### src/rtl/median_filter_pkg.sv
// rtl/median_filter_pkg.sv - shared states, window constants and default geometry for the binary median filter
package median_filter_pkg;

    typedef enum logic [2:0] {
        IDLE,
        READ,
        WAIT,
        WRITE,
        BORDER,
        DONE
    } state_t;

    localparam int WIN_SIZE       = 9;
    localparam int MAJORITY       = 5;
    localparam int COUNT_W        = 4;

    localparam int DEFAULT_IMG_W  = 256;
    localparam int DEFAULT_IMG_H  = 256;
    localparam int DEFAULT_ADDR_W = 8;

endpackage

### src/rtl/median_accumulator.sv
// rtl/median_accumulator.sv - counts ones across a 3x3 window and reports the majority bit
module median_accumulator
    import median_filter_pkg::*;
(
    input  logic               clk,
    input  logic               reset,
    input  logic               clear,
    input  logic               sample_valid,
    input  logic               data,
    output logic [COUNT_W-1:0] count,
    output logic               majority
);

    always_ff @(posedge clk) begin
        if (reset || clear) begin
            count <= '0;
        end else if (sample_valid && data) begin
            count <= count + 1'b1;
        end
    end

    assign majority = (count >= COUNT_W'(MAJORITY));

endmodule

### src/rtl/median_filter_binary.sv
// rtl/median_filter_binary.sv - 3x3 binary median filter FSM and address generation; FILTER_BORDER_CLEAR_EN adds border clearing
module median_filter_binary
    import median_filter_pkg::*;
#(
    parameter int IMG_W  = DEFAULT_IMG_W,
    parameter int IMG_H  = DEFAULT_IMG_H,
    parameter int ADDR_W = DEFAULT_ADDR_W
) (
    input  logic              clk,
    input  logic              reset,
    input  logic              dataIn,
    input  logic              start,
    output logic [ADDR_W-1:0] xAddressOut,
    output logic [ADDR_W-1:0] yAddressOut,
    output logic [ADDR_W-1:0] xMedianAddress,
    output logic [ADDR_W-1:0] yMedianAddress,
    output logic              filterDone,
    output logic              filterReady,
    output logic              dataOut,
    output logic              writeEnable
);

    localparam logic [ADDR_W-1:0] X_LAST = ADDR_W'(IMG_W - 2);
    localparam logic [ADDR_W-1:0] Y_LAST = ADDR_W'(IMG_H - 2);
    localparam logic [ADDR_W-1:0] ONE    = ADDR_W'(1);
    localparam logic [3:0]        K_LAST = 4'(WIN_SIZE - 1);

`ifdef FILTER_BORDER_CLEAR_EN
    localparam logic [ADDR_W-1:0] X_MAX = ADDR_W'(IMG_W - 1);
    localparam logic [ADDR_W-1:0] Y_MAX = ADDR_W'(IMG_H - 1);
    localparam state_t AFTER_INTERIOR   = BORDER;
`else
    localparam state_t AFTER_INTERIOR   = DONE;
`endif

    state_t              state, next_state;
    logic [ADDR_W-1:0]   cx, cy;
    logic [3:0]          k;
    logic [1:0]          col;
    logic                read_valid;
    logic                last_centre;
    logic                border_last;
    logic [COUNT_W-1:0]  ones;
    logic                majority;

    assign last_centre = (cx == X_LAST) && (cy == Y_LAST);

`ifdef FILTER_BORDER_CLEAR_EN
    assign border_last = (xMedianAddress == X_MAX) && (yMedianAddress == Y_MAX);
`else
    assign border_last = 1'b0;
`endif

    always_ff @(posedge clk) begin
        if (reset) begin
            state <= IDLE;
        end else begin
            state <= next_state;
        end
    end

    always_comb begin
        next_state = state;
        case (state)
            IDLE:   if (start) next_state = READ;
            READ:   if (k == K_LAST) next_state = WAIT;
            WAIT:   next_state = WRITE;
            WRITE:  next_state = last_centre ? AFTER_INTERIOR : READ;
            BORDER: if (border_last) next_state = DONE;
            DONE:   next_state = IDLE;
            default: next_state = IDLE;
        endcase
    end

    // Read addresses step with the window index so they are valid in the same cycle as the READ state.
    always_ff @(posedge clk) begin
        if (reset) begin
            cx             <= '0;
            cy             <= '0;
            k              <= '0;
            col            <= '0;
            xAddressOut    <= '0;
            yAddressOut    <= '0;
            xMedianAddress <= '0;
            yMedianAddress <= '0;
            read_valid     <= 1'b0;
        end else begin
            read_valid <= (state == READ);
            case (state)
                IDLE: begin
                    if (start) begin
                        cx          <= ONE;
                        cy          <= ONE;
                        k           <= '0;
                        col         <= '0;
                        xAddressOut <= '0;
                        yAddressOut <= '0;
                    end
                end
                READ: begin
                    if (k != K_LAST) begin
                        k <= k + 1'b1;
                        if (col == 2'd2) begin
                            col         <= '0;
                            xAddressOut <= xAddressOut - ADDR_W'(2);
                            yAddressOut <= yAddressOut + ONE;
                        end else begin
                            col         <= col + 1'b1;
                            xAddressOut <= xAddressOut + ONE;
                        end
                    end
                end
                WAIT: begin
                    xMedianAddress <= cx;
                    yMedianAddress <= cy;
                end
                WRITE: begin
                    k   <= '0;
                    col <= '0;
                    if (last_centre) begin
`ifdef FILTER_BORDER_CLEAR_EN
                        xMedianAddress <= '0;
                        yMedianAddress <= '0;
`endif
                    end else if (cx == X_LAST) begin
                        cx          <= ONE;
                        cy          <= cy + ONE;
                        xAddressOut <= '0;
                        yAddressOut <= cy;
                    end else begin
                        cx          <= cx + ONE;
                        xAddressOut <= cx;
                        yAddressOut <= cy - ONE;
                    end
                end
`ifdef FILTER_BORDER_CLEAR_EN
                // Middle rows only have two border pixels, so jump straight to the right edge.
                BORDER: begin
                    if (!border_last) begin
                        if (xMedianAddress == X_MAX) begin
                            xMedianAddress <= '0;
                            yMedianAddress <= yMedianAddress + ONE;
                        end else if (yMedianAddress == '0 || yMedianAddress == Y_MAX) begin
                            xMedianAddress <= xMedianAddress + ONE;
                        end else begin
                            xMedianAddress <= X_MAX;
                        end
                    end
                end
`endif
                default: ;
            endcase
        end
    end

    median_accumulator u_acc (
        .clk          (clk),
        .reset        (reset),
        .clear        ((state == IDLE) || (state == WRITE)),
        .sample_valid (read_valid),
        .data         (dataIn),
        .count        (ones),
        .majority     (majority)
    );

    assign filterReady = (state == IDLE);
    assign filterDone  = (state == DONE);
    assign writeEnable = (state == WRITE) || (state == BORDER);
    assign dataOut     = (state == WRITE) && majority;

endmodule

### config.mk
export PLATFORM = sky130hd
export DESIGN_NAME = median_filter_binary
export DESIGN_NICKNAME = d
export VERILOG_FILES = /design/src/rtl/median_filter_pkg.sv /design/src/rtl/median_accumulator.sv /design/src/rtl/median_filter_binary.sv
export SDC_FILE = /design/constraint.sdc
export NUM_CORES = 1
export LEC_CHECK = 0
export ABC_AREA = 1
export ABC_CLOCK_PERIOD_IN_PS = 4400
export BUFFER_PORTS_ARGS = -buffer_cell sky130_fd_sc_hd__buf_2
export CORE_MARGIN = 4
export CORE_UTILIZATION = 40
export CTS_CLUSTER_DIAMETER = 60
export DETAILED_ROUTE_END_ITERATION = 7
export GPL_TIMING_DRIVEN = 1
export SLEW_MARGIN = 15
export SYNTH_ARGS = -nofsm -noshare
export SYNTH_HDL_FRONTEND = slang
export SYNTH_SLANG_ARGS = --single-unit
### constraint.sdc
create_clock -name clk -period 4.4 [get_ports clk]
set_clock_uncertainty 0.2 [all_clocks]
set_input_delay 0.22 -clock clk [delete_from_list [all_inputs] [get_ports clk]]
set_output_delay 0.22 -clock clk [all_outputs]
set_load 0.02 [all_outputs]
==> results.json <==
{
  "post-dp-hpwl_um": 6540,
  "port_buffers": 39,
  "ctsResizeCount": 0,
  "worst_slew_pin_slew_ns": 0.730,
  "cap_viol_max_count": 0,
  "finalSetupViolCount": 0,
  "most_frequent_cells_in_the_layout": "nand2_1, dfxtp_1, a21oi_1",
  "cts-htree-levels": 3,
  "numClockSinks": 62,
  "worst_skew_pair.late_latency_ns": 0.35,
  "cellPowerDensity_nw_per_um2": 324,
  "ant_nets": 0,
  "worst_path_max_fanout": 23,
  "status": "complete, no violations",
  "detail_route.vias_per_cell": 5.29,
  "post-place-cells": 651,
  "drtIter0Drc": 144,
  "regToRegSetupSlack_ns": 2.02,
  "die_h_um": 103,
  "finish.net_count": 573,
  "core_util_final": 0.461,
  "groute.usage.overall": 0.184,
  "fill_cells": 905,
  "drcViolationCount": 0,
  "p_leak_nw": 1.72,
  "drt_wl_total_um": 9120,
  "fp.dieW_um": 103,
  "fmax_mhz": 420,
  "initial_antenna_violation_count": 0,
  "startpoint": "cx[0]",
  "drive_above_1_share": 0.146,
  "gp_congestion": 0.893,
  "worst_r2r_path_depth": 11,
  "site_row_count": 34,
  "cts_inserted_buffers": 9,
  "maxSlewHeadroom": 0.513,
  "postCtsSetupRepairBufs": 0,
  "netlist_instances": 523,
  "grt_pass1_wl_um": 15200,
  "timing.critical_path.from_type": "flip-flop",
  "fin_cells": 668,
  "post_synthesis_sequential_element_count": 62,
  "synthesis.area_per_instance_um2": 6.84,
  "cp_data_required_time_ns": 4.47,
  "post-route-period-util": 0.541,
  "post-route-min-period_ns": 2.38,
  "critical_path.endpoint_type": "flip-flop",
  "clock_path_buffers": 2,
  "timing.hold.worst.class": "input port to flip-flop",
  "cts.reportedPaths.clkPinSlew_ns": 0.07,
  "synth.yosys.warnings": 0,
  "grt_start_max_net_pins": 36,
  "totalNegativeSetupSlack_ns": 0,
  "multi_input_comb_area_um2": 2030,
  "design.core.area_um2": 8720,
  "number_of_global_route_vias_before_repair": 3168,
  "layout.cells.most_common": "nand2_1",
  "cell_area_after_synthesis_um2": 3580,
  "cts.root.buffer_cell": "clkbuf_8",
  "tritoncts": "done",
  "grt_setup_unrepaired": "no",
  "grt-ovfl-total": 0,
  "antenna_cells_inserted": 0,
  "register_area_um2": 1240,
  "detail_route.first_pass.iterations": 5,
  "design.die.area_um2": 10500,
  "synth_sequential_area_ratio": 0.347,
  "final_hold_viol_count": 0,
  "area_grow_syn2layout_pct": 12.3,
  "critical_path_at_ns": 2.45,
  "post_synthesis_cell_type_count": 37,
  "power.ir.vdd_worst_uv": 163,
  "dr_total_vias": 3531,
  "final-max-slew-violation-count": 0,
  "worst_setup_path_endpoint": "xAddressOut[0]",
  "routed_wire_length_per_instance_um": 13.6,
  "number_of_top_level_design_ports": 40,
  "synth.net_count": 541,
  "worstSetupPathType": "flip-flop to flip-flop",
  "crit-reg2reg-capture": "xAddressOut[0]",
  "fin_worst_hold_slack_ns": 0.195,
  "initial_core_util": 0.410,
  "r2r_start": "cx[0]"
}
## what timing repair did
| item | CTS | global route |
|---|---|---|
| hold buffers | 1 | 0 |
| endpoints found under the setup margin | 0 | 0 |
| endpoints found under the hold margin | 1 | 0 |
## sequential cells by signal, summed over array words and instances, names as in the netlist
signal          count
col                 2
cx                  8
cy                  8
k                   4
read_valid          1
state               3
u_acc.count         4
xAddressOut         8
xMedianAddress      8
yAddressOut         8
yMedianAddress      8
## how the worst min path moves through the flow
stage / depth (start not counted) / end / startpoint
global route: 5 / state[0] / start
floorplan: 2 / u_acc.count[1] / dataIn
detailed placement: 2 / yAddressOut[5] / yAddressOut[5]
CTS: 5 / state[1] / start
finish: 5 / state[1] / start
global placement: 2 / cx[4] / cx[4]
## cell families (layout without fill, tap and decap cells)
family	Yosys count	in the layout	share of synthesized area
and+or+nand+nor	262	262	0.340
DFF	62	62	0.347
buffers and inverters	72	109	0.0864
AOI/OAI and AO/OA	105	105	0.157
xor gates and xnor gates	8	8	0.0196
adders and majority gates	14	14	0.0490
## worst max-delay path, stage by stage (launching register included)
cell and delay [ns]:
dfxtp_1 0.43, inv_1 0.13, ha_1 0.21, nand2_1 0.06
nor2_1 0.04, nand2_2 0.34, nand2_1 0.23, inv_1 0.24
nand2_1 0.12, o31ai_1 0.08, nand2_1 0.08, a21oi_1 0.14
## cells in the mapped netlist (all sizes together)
cell type / number / area share
nand2: 127 / 0.14
dfxtp: 62 / 0.35
a21oi: 56 / 0.078
inv: 52 / 0.055
nand3: 48 / 0.075
nor2: 48 / 0.057
o21ai: 41 / 0.062
nand4: 18 / 0.031
ha: 14 / 0.049
nor3: 12 / 0.023
clkbuf: 11 / 0.012
buf: 9 / 0.020
xor2: 8 / 0.020
nand3b: 5 / 0.012
or2: 3 / 0.0052
o31ai: 2 / 0.0042
a2111oi: 1 / 0.0024
a211oi: 1 / 0.0021
and3: 1 / 0.0018
o2111ai: 1 / 0.0024
o21bai: 1 / 0.0021
o221ai: 1 / 0.0024
o22ai: 1 / 0.0018
## power breakdown
part,switching (mW),internal (mW),total [mW]
sequential,0.0202,0.582,0.602
clock,0.232,0.275,0.507
combinational,0.134,0.0569,0.191
## routing by layer
metal / track usage / vias to the layer above / routed length (um)
li1: - / 1800 / -
met1: 0.246 / 1643 / 4370
met2: 0.287 / 77 / 4180
met3: 0.0447 / 11 / 437
met4: 0.0727 / 0 / 134
met5: 0 / - / 0
## stage by stage
step           setup WS, ns  power (mW)  cell area [um^2]
6_report               2.02        1.30              4020
2_1_floorplan          2.55       0.758              3580
3_5_place_dp           2.04       0.805              3800
4_1_cts                2.01        1.32              4010
3_3_place_gp           2.07       0.802              3800
5_1_grt                1.78        1.37              4020
## cell type report
type / count / area share
clock inverters: 6 / 0.0153
flip-flops and latches: 62 / 0.309
inverters: 52 / 0.0486
multi-input cells: 389 / 0.506
repair buffers: 41 / 0.0530
clock buffers: 10 / 0.0343
well taps: 108 / 0.0336
Power figures use the tool's default switching activity.
